[src/rtl/dtree_seq_eval.sv]
// Programmable sequential decision-tree classifier: walks a config-written node table
// from the root, one node per cycle, and reports the leaf class (or an error) on a valid/ready port.
module dtree_seq_eval #(
    parameter int N_FEAT    = 6,
    parameter int FEAT_W    = 8,
    parameter int N_NODES   = 64,
    parameter int CLASS_W   = 2,
    parameter int MAX_DEPTH = 16,
    parameter int NA_W      = $clog2(N_NODES),
    parameter int FI_W      = $clog2(N_FEAT),
    parameter int PR_W      = $clog2(FEAT_W + 1),
    parameter int NODE_W    = 1 + FI_W + PR_W + FEAT_W + 2 * NA_W
) (
    input  logic                     clk,
    input  logic                     rst_n,
    input  logic                     cfg_we,
    input  logic [NA_W-1:0]          cfg_addr,
    input  logic [NODE_W-1:0]        cfg_wdata,
    output logic                     cfg_ready,
    input  logic                     in_valid,
    output logic                     in_ready,
    input  logic [N_FEAT*FEAT_W-1:0] in_x,
    output logic                     out_valid,
    input  logic                     out_ready,
    output logic [CLASS_W-1:0]       out_class,
    output logic                     out_err
);

    localparam int DP_W = $clog2(MAX_DEPTH + 1);

    // Handshakes: a transfer happens on a rising edge where valid and ready are both high;
    // in_ready/cfg_ready are high only in IDLE, out_valid only in DONE, and DONE holds its
    // outputs until out_ready is seen.
    typedef enum logic [1:0] {S_IDLE, S_WALK, S_DONE} state_t;

    state_t              state_q, state_d;
    logic [NODE_W-1:0]   tbl_q [N_NODES];
    logic [NODE_W-1:0]   tbl_d [N_NODES];
    logic [FEAT_W-1:0]   x_q [N_FEAT];
    logic [FEAT_W-1:0]   x_d [N_FEAT];
    logic [NA_W-1:0]     ptr_q, ptr_d;
    logic [DP_W-1:0]     depth_q, depth_d;
    logic [CLASS_W-1:0]  class_q, class_d;
    logic                err_q, err_d;

    logic [NODE_W-1:0]   node;
    logic                n_leaf;
    logic [FI_W-1:0]     n_feat;
    logic [PR_W-1:0]     n_prec;
    logic [FEAT_W-1:0]   n_thr;
    logic [NA_W-1:0]     n_left;
    logic [NA_W-1:0]     n_right;
    logic [FEAT_W-1:0]   feat_val;
    logic                feat_bad;
    logic [PR_W-1:0]     p_eff;
    logic [PR_W-1:0]     shamt;
    logic [FEAT_W-1:0]   v;
    logic                go_left;

    always_comb begin
        node     = (int'(ptr_q) < N_NODES) ? tbl_q[ptr_q] : '0;
        n_leaf   = node[NODE_W-1];
        n_feat   = node[NODE_W-2 -: FI_W];
        n_prec   = node[NODE_W-2-FI_W -: PR_W];
        n_thr    = node[2*NA_W +: FEAT_W];
        n_left   = node[NA_W +: NA_W];
        n_right  = node[0 +: NA_W];
        feat_bad = int'(n_feat) >= N_FEAT;
        feat_val = '0;
        for (int k = 0; k < N_FEAT; k++) begin
            if (n_feat == FI_W'(k)) feat_val = x_q[k];
        end
        // Keep only the p MSBs; p = 0 shifts everything out so the test always goes left.
        p_eff   = (int'(n_prec) > FEAT_W) ? PR_W'(FEAT_W) : n_prec;
        shamt   = PR_W'(FEAT_W) - p_eff;
        v       = feat_val >> shamt;
        go_left = v <= n_thr;
    end

    always_comb begin
        state_d = state_q;
        tbl_d   = tbl_q;
        x_d     = x_q;
        ptr_d   = ptr_q;
        depth_d = depth_q;
        class_d = class_q;
        err_d   = err_q;
        case (state_q)
            S_IDLE: begin
                if (cfg_we && int'(cfg_addr) < N_NODES) tbl_d[cfg_addr] = cfg_wdata;
                if (in_valid) begin
                    for (int k = 0; k < N_FEAT; k++) x_d[k] = in_x[k*FEAT_W +: FEAT_W];
                    ptr_d   = '0;
                    depth_d = '0;
                    state_d = S_WALK;
                end
            end
            S_WALK: begin
                if (n_leaf) begin
                    class_d = node[CLASS_W-1:0];
                    err_d   = 1'b0;
                    state_d = S_DONE;
                end else if (feat_bad || int'(depth_q) == MAX_DEPTH - 1) begin
                    class_d = '0;
                    err_d   = 1'b1;
                    state_d = S_DONE;
                end else begin
                    ptr_d   = go_left ? n_left : n_right;
                    depth_d = depth_q + DP_W'(1);
                end
            end
            S_DONE: begin
                if (out_ready) state_d = S_IDLE;
            end
            default: state_d = S_IDLE;
        endcase
    end

    always_ff @(posedge clk or negedge rst_n) begin
        if (!rst_n) begin
            state_q <= S_IDLE;
            ptr_q   <= '0;
            depth_q <= '0;
            class_q <= '0;
            err_q   <= 1'b0;
            for (int i = 0; i < N_NODES; i++) tbl_q[i] <= '0;
            for (int k = 0; k < N_FEAT; k++) x_q[k] <= '0;
        end else begin
            state_q <= state_d;
            ptr_q   <= ptr_d;
            depth_q <= depth_d;
            class_q <= class_d;
            err_q   <= err_d;
            tbl_q   <= tbl_d;
            x_q     <= x_d;
        end
    end

    assign in_ready  = (state_q == S_IDLE);
    assign cfg_ready = (state_q == S_IDLE);
    assign out_valid = (state_q == S_DONE);
    assign out_class = class_q;
    assign out_err   = err_q;

endmodule
[config.mk]
export PLATFORM = sky130hd
export DESIGN_NAME = dtree_seq_eval
export DESIGN_NICKNAME = d
export VERILOG_FILES = /design/src/rtl/dtree_seq_eval.sv
export SDC_FILE = /design/constraint.sdc
export NUM_CORES = 2
export LEC_CHECK = 0
export CORE_ASPECT_RATIO = 0.5
export CORE_UTILIZATION = 50
export DETAILED_ROUTE_END_ITERATION = 6
export PLACE_DENSITY_LB_ADDON = 0.1
export SLEW_MARGIN = 15
export SYNTH_ARGS = -nofsm -noshare
export SYNTH_HDL_FRONTEND = slang
export SYNTH_SLANG_ARGS = --single-unit
[constraint.sdc]
create_clock -name clk -period 6.2 [get_ports clk]
set_clock_uncertainty 0.05 [all_clocks]
set_input_delay 0.93 -clock clk [delete_from_list [all_inputs] [get_ports clk]]
set_output_delay 0.93 -clock clk [all_outputs]
set_load 0.1 [all_outputs]
==> run metrics <==
library cells used by synthesis=70; final hold vios=1; Synth Net Count=5338; Critical Path RT=6.83 ns; RSZ-0062 raised after global routing=yes; H-tree depth=4; Crit Path Max Fanout=4; initial antenna violation count=16; Leakage=45.2 nW; compound-gate portion of the synthesized area=1.38%; Core Area=168000 sq um; Worst Setup Slack, final=0.105 ns; Finished Layout Cells=7691; status=finished, violations left; total number of vias=49389; FF+latch count, synth=1856; die area=171000 sq um; total I/O pin count=93; worst setup path category=register to register; Worst Setup Start Kind=register; drc violations=0; clock-pin transition on the worst setup and hold timing paths=0.07 ns; Crit-path slowest cell=mux4_2; CTS tree=yes; Synth Area in Simple Gates=1.49%; mean post-synth cell area=16.2 sq um; Post-synth ARST share=100%; pre-CTS WS=-0.186 ns; # placed instances=7359; Slew headroom=17.0%; fmax=0.164 GHz; DRT Wirelength=256000 microns; Die Span Y=293 microns; slowest stage delay, CP=0.57 ns; Slew Limit Fails=0; number of flops mapped to enable cells by yosys=0; Die W=584 microns; r2r setup slk=0.10 ns; main combinational cell family by area after synthesis=multiplexers; port bufs=92; Cell Area, Synth=84700 sq um; most common cell after layout, fill and taps aside=mux2_2; failing checks=negative hold slack; Synth-to-Final Area Change=12.4%; Power Dens Cells=372 nW/um^2; post-synthesis adder-cell area fraction=0.162%; most frequent cells in the layout=1856 x mux2_2, 1851 x dfrtp_1, 536 x mux4_2; row cnt=106; nets=5388; cell count after synthesis=5240; DRT Pass-1 Iters=5; Worst Setup End Kind=register; Most common cell on crit path=mux4_2; GRT Util Overall=30.3%; Clock Sinks=1856; Via density=6.42; Hold/Removal Path Class=primary input to async pin; clk_lat worst skew=0.81 ns; XOR/XNOR share of the synthesized area=0.0103%; mux cell area share after synthesis=39.5%; HPWL after detailed placement=152000 microns; largest net degree at the start of global routing=177; maxcap violations=0; critical path arrival=6.72 ns; Total Power=0.0355 W; initial core utilization=50.5%; CTS buffer count=178; Slew @ Worst Pin=1.24 ns; average wire per standard cell=33.2 microns; layout cells sized above 1=56.8%; Overflow after GRT=0; CTS root buffer=clkbuf_16; Worst VDD drop=408 uV; CTS Hold Bufs=0; Final min period=6.10 ns; dominant synthesized flop cell=dfrtp_1; vias in the first global route=51863; post-route ant nets=0; first-pass GRT wire length=374000 microns; gpl congestion=0.884; critical-path cell list=buf_12 -> clkbuf_16 -> mux4_2 -> mux4_2 -> mux4_2 -> o21ai_2 -> ha_2 -> a221o_1 -> nand3_1 -> or4b_4 -> o211ai_1 -> o2111a_1 -> ha_1 -> nor2b_1 -> o21a_1 -> o21a_1 -> o21ai_2 -> a21oi_2 -> o31ai_4 -> buf_6 -> buf_6 -> mux4_2 -> o2bb2ai_2; Hold WS=-0.00436 ns; post-synthesis sequential area ratio=54.8%; Synthesis Warnings=0; DR iter-0 viols=4579; fin crit share=98.3%; final setup fails=0; Longest Clk Path Bufs=4
==> synthesized netlist by cell type, drive strengths merged (5+ instances only) <==
cell / instances / area, sq um
nand2: 75 / 282
a21oi: 20 / 100
a211oi: 9 / 67.6
and3: 13 / 81.3
a21boi: 9 / 67.6
mux2i: 51 / 510
nor2b: 15 / 93.8
mux4: 536 / 12100
nor2: 46 / 173
a22oi: 12 / 90.1
nor4: 8 / 50.1
nor3: 11 / 66.3
mux2: 1856 / 20900
o22ai: 9 / 56.3
clkbuf: 333 / 1250
dfrtp: 1856 / 46400
and2: 7 / 43.8
a32o: 5 / 50.1
a31oi: 8 / 50.1
buf: 161 / 877
nand3: 32 / 160
o21ai: 30 / 150
inv: 22 / 82.6
nand2b: 11 / 71.3
a21o: 8 / 60.1
nand3b: 6 / 45.0
ha: 11 / 138
==> worst paths after layout <==
kind,startpoint,endpoint,cells after the start
setup / recovery,ptr_q[0]$_DFFE_PN0P_,ptr_q[5]$_DFFE_PN0P_,23
hold / removal,rst_n,tbl_q[893]$_DFFE_PN0P_,1
setup reg to reg,ptr_q[0]$_DFFE_PN0P_,ptr_q[5]$_DFFE_PN0P_,23
hold reg to reg,tbl_q[147]$_DFFE_PN0P_,tbl_q[147]$_DFFE_PN0P_,1
max in group asynchronous,rst_n,tbl_q[1298]$_DFFE_PN0P_,3
min in group clk,tbl_q[147]$_DFFE_PN0P_,tbl_q[147]$_DFFE_PN0P_,1
==> repair_timing <==
item | in CTS | in global routing
endpoints found under the setup margin | 6 | 6
resized for setup | 21 | 23
buffers inserted | 12 | 4
pin swaps | 7 | 13
gates cloned | 0 | 2
==> final cells by class <==
type                    instances  area [sq um]
diodes                          4          10.0
clock buffers                 256          5210
clock inverters                53           732
fillers                     13024         72400
inverters                      22          82.6
multi-input cells            2868         36500
flip-flops and latches       1856         46500
well taps                    2268          2840
repair buffers                364          3350
==> registers in the layout, summed over array words and instances (netlist names) <==
| register | flops |
|---|---|
| depth_q | 5 |
| out_class | 2 |
| out_err | 1 |
| ptr_q | 6 |
| state_q | 2 |
| tbl_q | 1792 |
| x_q | 48 |
==> critical path: cells and delay by family (launching register included) <==
family | cells | cell delay (ns)
AO/OA/AOI/OAI | 10 | 1.59
adder cells (fa/ha/maj) | 2 | 0.46
buffers and inverters | 4 | 0.57
flip-flops | 1 | 0.54
multiplexers | 4 | 1.98
AND/OR/NAND/NOR | 3 | 0.77
==> routing by layer <==
metal | share of wire [%] | vias to the layer above | GRT usage (%) | wire length [microns]
li1 | - | 19772 | - | -
met1 | 44 | 27544 | 44.2 | 113000
met2 | 45 | 1632 | 45.9 | 116000
met3 | 7.4 | 439 | 6.68 | 18800
met4 | 3.2 | 2 | 8.90 | 8280
met5 | 0.0031 | - | 0 | 8
==> where the power goes <==
part           total (W)  switching (W)  internal [W]
sequential        0.0144       0.000814        0.0135
clock             0.0113        0.00480       0.00654
combinational    0.00977        0.00487       0.00490
==> metrics by stage <==
stage / instance area, sq um / setup TNS [ns] / hold WS, ns / util [%]
after floorplan: 84700 / 0 / 0.421 / -
after global placement: 88900 / -0.400 / 0.431 / 53.0
after detailed placement: 88900 / -0.653 / 0.437 / 53.0
after CTS: 95000 / 0 / 0.0703 / 56.6
after global routing: 95200 / -0.00656 / 0.0583 / 56.8
final: 95200 / 0 / -0.00436 / 56.8
==> logic make-up (layout without fill, tap and decap cells) <==
| logic type | count (synthesis) | count (layout) |
|---|---|---|
| compound gates | 163 | 163 |
| xor+xnor | 1 | 1 |
| fa+ha+maj | 11 | 11 |
| buf+inv | 516 | 695 |
| flops | 1856 | 1856 |
| mux | 2443 | 2443 |
| other cells | 0 | 4 |
| simple gates | 250 | 250 |
(Power assumes the default switching activity.)
